File: config.mk
export PLATFORM = sky130hd
export DESIGN_NAME = fft_peak_detect
export DESIGN_NICKNAME = d
export VERILOG_FILES = /design/src/rtl/fft_peak_detect.sv
export SDC_FILE = /design/constraint.sdc
export NUM_CORES = 1
export LEC_CHECK = 0
export CORE_MARGIN = 10
export CORE_UTILIZATION = 55
export DETAILED_ROUTE_END_ITERATION = 7
export PLACE_DENSITY = 0.8
export SYNTH_ARGS = -nofsm -noshare
export SYNTH_HDL_FRONTEND = slang
export SYNTH_SLANG_ARGS = --single-unit
File: constraint.sdc
create_clock -name clk2 -period 11.8 [get_ports clk2]
set_input_delay 1.77 -clock clk2 [delete_from_list [all_inputs] [get_ports clk2]]
set_output_delay 1.77 -clock clk2 [all_outputs]
set_load 0.01 [all_outputs]
File: src/rtl/fft_peak_detect.sv
// L1 magnitude and per-frame peak search over a 32-bin FFT output stream.
// Each frame arrives as 32 real words, then 32 imaginary words, in bin order.
module fft_peak_detect #(
   parameter int N    = 16,
   parameter int Q    = 8,
   parameter int BINS = 32
) (
   input  logic         clk2,
   input  logic         rst,
   input  logic [N-1:0] in_data,
   input  logic         in_valid,
   input  logic         in_type,
   input  logic         in_done,
   output logic [N:0]   mag_out,
   output logic [4:0]   mag_index,
   output logic         mag_valid,
   output logic [N:0]   peak_mag,
   output logic [4:0]   peak_index,
   output logic         peak_valid,
   output logic         frame_err,
   output logic         busy
);

   if (Q >= N) begin : g_bad_q
      $error("fft_peak_detect: Q must be smaller than N");
   end

   typedef enum logic [1:0] {S_IDLE, S_COLLECT_RE, S_COLLECT_IM, S_REPORT} state_t;

   localparam logic [4:0] LAST_BIN = 5'(BINS - 1);

   state_t       state_q, state_d;
   logic [4:0]   cnt_q, cnt_d;
   logic         busy_q, busy_d;
   logic         err_q, err_d;
   logic [N:0]   mag_out_q, mag_out_d;
   logic [4:0]   mag_index_q, mag_index_d;
   logic         mag_valid_q, mag_valid_d;
   logic [N:0]   run_mag_q, run_mag_d;
   logic [4:0]   run_idx_q, run_idx_d;
   logic [N:0]   peak_mag_q, peak_mag_d;
   logic [4:0]   peak_idx_q, peak_idx_d;
   logic         peak_valid_q, peak_valid_d;
   logic         buf_we;

   logic [N-1:0] re_buf [BINS];

   // Sign-extend before negating so the most negative word has an exact magnitude.
   function automatic logic [N:0] abs_ext(input logic [N-1:0] v);
      logic [N:0] s;
      s = {v[N-1], v};
      return v[N-1] ? -s : s;
   endfunction

   logic [N+1:0] mag_sum;
   logic [N:0]   mag_sat;
   logic         new_peak;

   always_comb begin
      mag_sum  = {1'b0, abs_ext(re_buf[cnt_q])} + {1'b0, abs_ext(in_data)};
      mag_sat  = mag_sum[N+1] ? '1 : mag_sum[N:0];
      new_peak = (cnt_q == 5'd0) || (mag_sat > run_mag_q);
   end

   always_comb begin
      // NOTE: every signal gets a default first so no path leaves it unassigned (no latches).
      state_d      = state_q;
      cnt_d        = cnt_q;
      busy_d       = busy_q;
      err_d        = 1'b0;
      buf_we       = 1'b0;
      mag_out_d    = mag_out_q;
      mag_index_d  = mag_index_q;
      mag_valid_d  = 1'b0;
      run_mag_d    = run_mag_q;
      run_idx_d    = run_idx_q;
      peak_mag_d   = peak_mag_q;
      peak_idx_d   = peak_idx_q;
      peak_valid_d = 1'b0;

      unique case (state_q)
         S_IDLE, S_REPORT: begin
            state_d = S_IDLE;
            busy_d  = 1'b0;
            cnt_d   = 5'd0;
            if (in_valid && !in_type) begin
               buf_we  = 1'b1;
               cnt_d   = 5'd1;
               busy_d  = 1'b1;
               state_d = S_COLLECT_RE;
            end else if (in_valid) begin
               err_d = 1'b1;
            end
         end
         S_COLLECT_RE: begin
            if (in_done || (in_valid && in_type)) begin
               err_d   = 1'b1;
               busy_d  = 1'b0;
               cnt_d   = 5'd0;
               state_d = S_IDLE;
            end else if (in_valid) begin
               buf_we = 1'b1;
               if (cnt_q == LAST_BIN) begin
                  cnt_d     = 5'd0;
                  run_mag_d = '0;
                  run_idx_d = 5'd0;
                  state_d   = S_COLLECT_IM;
               end else begin
                  cnt_d = cnt_q + 5'd1;
               end
            end
         end
         S_COLLECT_IM: begin
            if (in_done || (in_valid && !in_type)) begin
               err_d   = 1'b1;
               busy_d  = 1'b0;
               cnt_d   = 5'd0;
               state_d = S_IDLE;
            end else if (in_valid) begin
               mag_valid_d = 1'b1;
               mag_out_d   = mag_sat;
               mag_index_d = cnt_q;
               if (new_peak) begin
                  run_mag_d = mag_sat;
                  run_idx_d = cnt_q;
               end
               if (cnt_q == LAST_BIN) begin
                  peak_mag_d   = new_peak ? mag_sat : run_mag_q;
                  peak_idx_d   = new_peak ? cnt_q : run_idx_q;
                  peak_valid_d = 1'b1;
                  busy_d       = 1'b0;
                  cnt_d        = 5'd0;
                  state_d      = S_REPORT;
               end else begin
                  cnt_d = cnt_q + 5'd1;
               end
            end
         end
         default: state_d = S_IDLE;
      endcase
   end

   // NOTE: the sample buffer carries no reset; every entry is rewritten before it is read.
   always_ff @(posedge clk2) begin
      if (buf_we) re_buf[cnt_q] <= in_data;
   end

   always_ff @(posedge clk2) begin
      // NOTE: state registers use non-blocking assignments so all update together at the edge.
      if (rst) begin
         state_q      <= S_IDLE;
         cnt_q        <= 5'd0;
         busy_q       <= 1'b0;
         err_q        <= 1'b0;
         mag_out_q    <= '0;
         mag_index_q  <= 5'd0;
         mag_valid_q  <= 1'b0;
         run_mag_q    <= '0;
         run_idx_q    <= 5'd0;
         peak_mag_q   <= '0;
         peak_idx_q   <= 5'd0;
         peak_valid_q <= 1'b0;
      end else begin
         state_q      <= state_d;
         cnt_q        <= cnt_d;
         busy_q       <= busy_d;
         err_q        <= err_d;
         mag_out_q    <= mag_out_d;
         mag_index_q  <= mag_index_d;
         mag_valid_q  <= mag_valid_d;
         run_mag_q    <= run_mag_d;
         run_idx_q    <= run_idx_d;
         peak_mag_q   <= peak_mag_d;
         peak_idx_q   <= peak_idx_d;
         peak_valid_q <= peak_valid_d;
      end
   end

   assign mag_out    = mag_out_q;
   assign mag_index  = mag_index_q;
   assign mag_valid  = mag_valid_q;
   assign peak_mag   = peak_mag_q;
   assign peak_index = peak_idx_q;
   assign peak_valid = peak_valid_q;
   assign frame_err  = err_q;
   assign busy       = busy_q;

endmodule
# After elaboration in Yosys (flattened, before gate mapping)
# Memories as Yosys holds them, arrays and structs flattened. A register that Yosys moved wholly into a read port is not among the register bits.
# Cells that the tools add are included.
[word_totals]
word_cells = 100
reg_bits = 77
mem_bits_rw = 512
in_bits = 21
n_memories = 1
out_inout_bits = 48
[memory_table]
columns = ["name", "depth", "width", "rd", "rd_ports_with_merged_regs", "wr", "line_no", "rtl"]
rows = [
  ["re_buf", 32, 16, 1, 1, 1, "46", "logic [N-1:0] re_buf [BINS];"],
]
[op_classes]
addsub = 4
muxes = 48
n_lt_le_gt_ge = 1
reduce_logical = 17
n_eq_ne = 14
n_bitwise = 3
[op_table]
columns = ["cell", "count"]
rows = [
  ["17-bit 2-to-1 mux", 9],
  ["5-bit 2-to-1 mux", 11],
  ["17-bit negation", 2],
  ["17-bit case mux with 2 select lines", 1],
  ["17-bit by 17-bit adder with 18-bit output", 1],
  ["17-bit greater-than comparator", 1],
  ["1-bit 2-to-1 mux", 15],
  ["5-bit case mux with 3 select lines", 1],
  ["2-bit 2-to-1 mux", 6],
  ["2-bit != test, second input constant", 6],
  ["3-bit != test, second input constant", 4],
  ["5-bit case mux with 2 select lines", 1],
  ["4-bit AND reduction", 2],
  ["1-bit case mux with 3 select lines", 2],
  ["2-bit case mux with 3 select lines", 1],
  ["3-bit AND reduction", 2],
  ["6-bit AND reduction", 1],
  ["5-bit by 1-bit adder with 5-bit output, second input constant", 1],
  ["5-bit == test, second input constant", 1],
  ["5-bit logical NOT", 1],
  ["2-bit == test, second input constant", 2],
  ["4-bit OR reduction", 1],
  ["1-bit logical OR", 3],
  ["1-bit inverter", 3],
  ["other kinds (8)", 9],
]

# Depth between registers and ports, before layout
[depth]
ltp_word = 10
mapped_depth = 36

# Worst setup path before layout
# Ideal clock, no wire load.
[synth_timing]
path_type = "input to register"
start = "in in_data[4]"
end = "reg peak_mag_q[10] (netlist: peak_mag[10])"
arrival_ns = 6.523
path_stages = 23
setup_time_ns = 0.117
path_buffers = 3
setup_slack_ns = 5.160
required_ns = 11.683
path_cell_list = "nor4_1 > inv_1 > nor3_1 > nand2_1 > o31ai_1 > xnor2_1 > ha_1 > buf_1 > a21o_1 > o41ai_1 > o21ai_0 > or3_1 > a21oi_1 > inv_1 > ha_1 > a21o_1 > a21o_1 > a22o_1 > nor2_1 > buf_2 > clkbuf_1 > nand2_1 > a32o_1"
[synth_between]
elab_chain_len = 7
[synth_rtl]
columns = ["item", "line_no", "rtl"]
rows = [
  ["from (decl)", "10", "input logic [N-1:0] in_data,"],
  ["17-bit negation", "52", "return v[N-1] ? -s : s;"],
  ["17-bit 2-to-1 mux *", "52", ""],
  ["17-bit by 17-bit adder with 18-bit output *", "60", "mag_sum = {1'b0, abs_ext(re_buf[cnt_q])} + {1'b0, abs_ext(in_data)};"],
  ["17-bit 2-to-1 mux *", "61", "mag_sat = mag_sum[N+1] ? '1 : mag_sum[N:0];"],
  ["via mag_sat[15]", "56", "logic [N:0] mag_sat;"],
  ["17-bit greater-than comparator *", "62", "new_peak = (cnt_q == 5'd0) || (mag_sat > run_mag_q);"],
  ["1-bit logical OR *", "62", ""],
  ["17-bit 2-to-1 mux *", "--", ""],
  ["to (signal assigned)", "173", "peak_mag_q <= peak_mag_d;"],
  ["to (decl)", "41", "logic [N:0] peak_mag_q, peak_mag_d;"],
]
# The timed path passes the listed nets; every way through them passes the cells marked *.
# A chain may end at the register's enable or synchronous reset.

# Worst setup path in the final report
[layout_timing]
start = "reg cnt_q[1]"
end = "reg run_mag_q[1]"
[layout_between]
elab_chain_len = 6
word_cells_on_any_way = 9
classes_between = "eq/ne: 2; mux: 4; reduce/logical: 3"
[layout_rtl]
columns = ["item", "line_no", "rtl"]
rows = [
  ["from (decl)", "33", "logic [4:0] cnt_q, cnt_d;"],
  ["from (signal assigned)", "165", "cnt_q <= cnt_d;"],
  ["5-bit logical NOT", "62", ""],
  ["1-bit logical OR", "62", ""],
  ["17-bit 2-to-1 mux (3 in series)", "--", ""],
  ["17-bit case mux with 2 select lines", "--", ""],
  ["to (signal assigned)", "171", "run_mag_q <= run_mag_d;"],
  ["to (decl)", "39", "logic [N:0] run_mag_q, run_mag_d;"],
]
# Several ways; a longest one is shown, not always the timed one. The select of a mux whose other input is x is not followed.

==> flow_summary_export.csv <==
group,metric,value,unit
yosys,synth_top_area_share,61.99,%
cts,cts_buffers,58,
grt,grt_pass1_wl,95550,um
yosys,async_reset_ff_share,0,%
routing,wire_per_inst,26.98,um
timing,tightest_slew,1.347,ns
cts,ctsHoldBuffers,0,
floorplan,rows,77,
timing,fin_tns_setup,0,ns
yosys,ys_ff_latch,589,
floorplan,core-area,0.04441,mm^2
routing,drc,0,
cts,cts_resized,0,
yosys,synth_top_cell_by_area,"edfxtp_1",
yosys,synth_xor_area_share,1.307,%
yosys,syn_area,0.02480,mm^2
layout,antennaDiodeCount,0,
timing,finClkSkew,0.04706,ns
placed_design,port_buffers,68,
floorplan,die_w,232.4,um
yosys,synth_compound_area_share,7.900,%
grt,antenna_found_initial,0,
grt,grtUsageTotal,23.74,%
timing,finalCriticalPeriod,9.227,ns
timing,fin_crit_sh,78.19,%
cts,cts_setup_buffers,0,
yosys,yosys.area_share.simple,6.795,%
yosys,synth_edf_count,512,
timing,finalSetupViolCount,0,
worst_setup_path,critPathArrivalTime,9.77,ns
yosys,synthAdderAreaFrac,2.250,%
yosys,muxShareOfSynthArea,10.68,%
timing,rsz0062_at_grt,"no",
pwr,peakVddDrop,0.1725,mV
layout,final_common_cell,"edfxtp_1",
worst_hold_path,hp-class,"register to register",
floorplan,die_y,232.4,um
layout,post-route-util,63.88,%
worst_setup_path,path_class,"register to register",
placed_design,gp_congestion,0.8964,
layout,drive_above_1_share,12.02,%
cts,clockBufferDepth,3,
worst_setup_path,r2r_slack,2.57,ns
pwr,p_leak,8.835,nW
yosys,ys.warnings.count,0,
routing,wl,65360,um
worst_setup_path,cp-endpoint,"run_mag_q[1]$_SDFFE_PP0P_",
pwr,fin_total_pwr,4.480,mW
grt,grt_max_degree,94,
grt,first_global_vias,14880,
cts,clock_sinks,589,
timing,slew_violations,0,
timing,hold_viol_final,0,
worst_setup_path,required,12.35,ns
placed_design,dp_hpwl,38730,um
layout,area_growth,14.40,%
yosys,synth_top_family_by_area,"multiplexers",
yosys,synthTopCellsByArea,"edfxtp_1 62%, mux2i_1 9.5%, dfxtp_1 6.2%",
floorplan,dieArea,0.05399,mm^2
layout,layout.cells.most_common_list,"512 x edfxtp_1, 235 x mux2i_1, 118 x o22ai_1",
worst_setup_path,worst-path-max-fanout,48,
layout,layout.nets,1845,
yosys,ys_seq_area_share,68.21,%
cts,path_clk_slew,0.07,ns
worst_setup_path,startpoint,"cnt_q[1]$_SDFF_PP0_",
cts,cts_tree,"built",
floorplan,start_util,55.84,%
timing,fmax,108.4,MHz
grt,gr-total-overflow,0,
pwr,powerDensity,157.9,mW/mm^2
timing,max-slew-margin-rel,9.858,%
routing,ant_nets,0,
cts,h-tree-depth,2,
routing,dr.pass1.iters,5,
worst_setup_path,reg2reg_depth,25,
worst_setup_path,cp-end-kind,"register",
status,run_status,"finished clean",
routing,vias_per_cell,6.384,
yosys,syn_area_per_cell,14.83,um^2
worst_setup_path,worstSetupStartpointType,"register",
routing,drt-initial-drc-count,2069,
yosys,netlist_instances,1672,
worst_setup_path,reg2reg_from,"cnt_q[1]$_SDFF_PP0_",
cts,root_buffer,"clkbuf_16",
routing,num_vias,15460,
flow_run,drv_cap,0,
layout,nFillCells,3046,
worst_setup_path,r2r-end,"run_mag_q[1]$_SDFFE_PP0P_",
yosys,synthFlopType,"edfxtp_1",
floorplan,io-pin-count,69,
yosys,synth_cell_type_count,71,
cts,insertion_delay,0.65,ns
==> worst max-delay path: stages (launching register included) <==
cell      delay (ns)
dfxtp_4         0.74
buf_4           0.76
mux2i_1         0.29
o22ai_1         0.12
nor4_1          1.07
nand2_1         0.60
o31ai_1         0.23
xnor2_1         0.19
ha_1            0.32
o21ai_0         0.18
a21oi_1         0.11
o21ai_0         0.29
o211ai_1        0.16
o41ai_1         0.62
nor2_1          0.13
a211oi_1        0.56
inv_1           0.10
ha_1            0.32
and4_1          0.22
nand4_1         0.13
a22o_1          0.22
nor2_2          0.07
buf_4           0.31
nand2_1         0.12
a41oi_2         0.92
a22o_1          0.24
==> flip-flops by register name, summed over array words and instances, names as in the netlist <==
signal and count:
mag_valid 1, peak_mag 17, peak_valid 1, busy 1, frame_err 1, peak_index 5
state_q 2, mag_index 5, re_buf 512, mag_out 17, run_idx_q 5, run_mag_q 17
cnt_q 5
==> Yosys cell counts, drive strengths merged, types with 35 or more instances <==
cell,n
xnor2,35
a21oi,38
inv,56
edfxtp,512
mux2i,235
ha,43
nor2,98
nand2,69
o22ai,118
clkbuf,42
dfxtp,77
buf,49
==> layout make-up <==
cell class | instances | area, um^2 | area share [%]
Clock buffer | 76 | 1608 | 5.667
Tap cell | 592 | 740.7 | 2.611
Sequential cell | 589 | 16920 | 59.64
Clock inverter | 34 | 411.6 | 1.451
Timing Repair Buffer | 138 | 1214 | 4.278
Multi-Input combinational cell | 937 | 7268 | 25.62
Inverter | 56 | 210.2 | 0.7409
==> report_power, final <==
part | internal [mW] | total, mW | leakage (nW) | switching (mW)
sequential | 2.26 | 2.27 | 5.23 | 0.00195
combinational | 0.106 | 0.297 | 2.62 | 0.191
clock | 1.12 | 1.92 | 0.993 | 0.796
total | 3.49 | 4.48 | 8.84 | 0.989
==> logic make-up after synthesis <==
| logic type | after synthesis |
|---|---|
| buffers and inverters | 147 |
| flip-flops | 589 |
| adder cells (fa/ha/maj) | 44 |
| multiplexers | 248 |
| AO/OA/AOI/OAI | 291 |
| XOR/XNOR | 37 |
| other | 1 |
| AND/OR/NAND/NOR | 315 |
==> through the flow <==
stage	std cells	setup slack (ns)	area, um^2	hold slack (ns)
global route	2422	2.255	28370	0.4776
global placement	2312	3.066	26350	0.4479
CTS	2422	2.885	28370	0.4606
floorplan	1673	5.160	24810	0.4422
finish	2422	2.573	28370	0.4566
detailed placement	2312	2.993	26350	0.4520
==> routing by layer <==
layer  vias to the layer above  GRT usage [%]  wire length [um]
li1                       6752              -                 -
met1                      7634          31.10             24940
met2                       892          38.07             30820
met3                       183          3.982              6594
met4                         0          11.25              3000
met5                         -              0                 0
==> worst min-delay path by stage <==
stage,startpoint,end,depth (start not counted)
5_1_grt,mag_index[0]$_SDFFE_PP0P_,mag_index[0]$_SDFFE_PP0P_,2
2_1_floorplan,run_idx_q[2]$_SDFFE_PP0P_,run_idx_q[2]$_SDFFE_PP0P_,1
3_5_place_dp,mag_index[1]$_SDFFE_PP0P_,mag_index[1]$_SDFFE_PP0P_,2
3_3_place_gp,mag_index[0]$_SDFFE_PP0P_,mag_index[0]$_SDFFE_PP0P_,2
6_report,mag_index[1]$_SDFFE_PP0P_,mag_index[1]$_SDFFE_PP0P_,2
4_1_cts,mag_index[0]$_SDFFE_PP0P_,mag_index[0]$_SDFFE_PP0P_,2
Note: power is estimated with default switching activity, not from simulation.
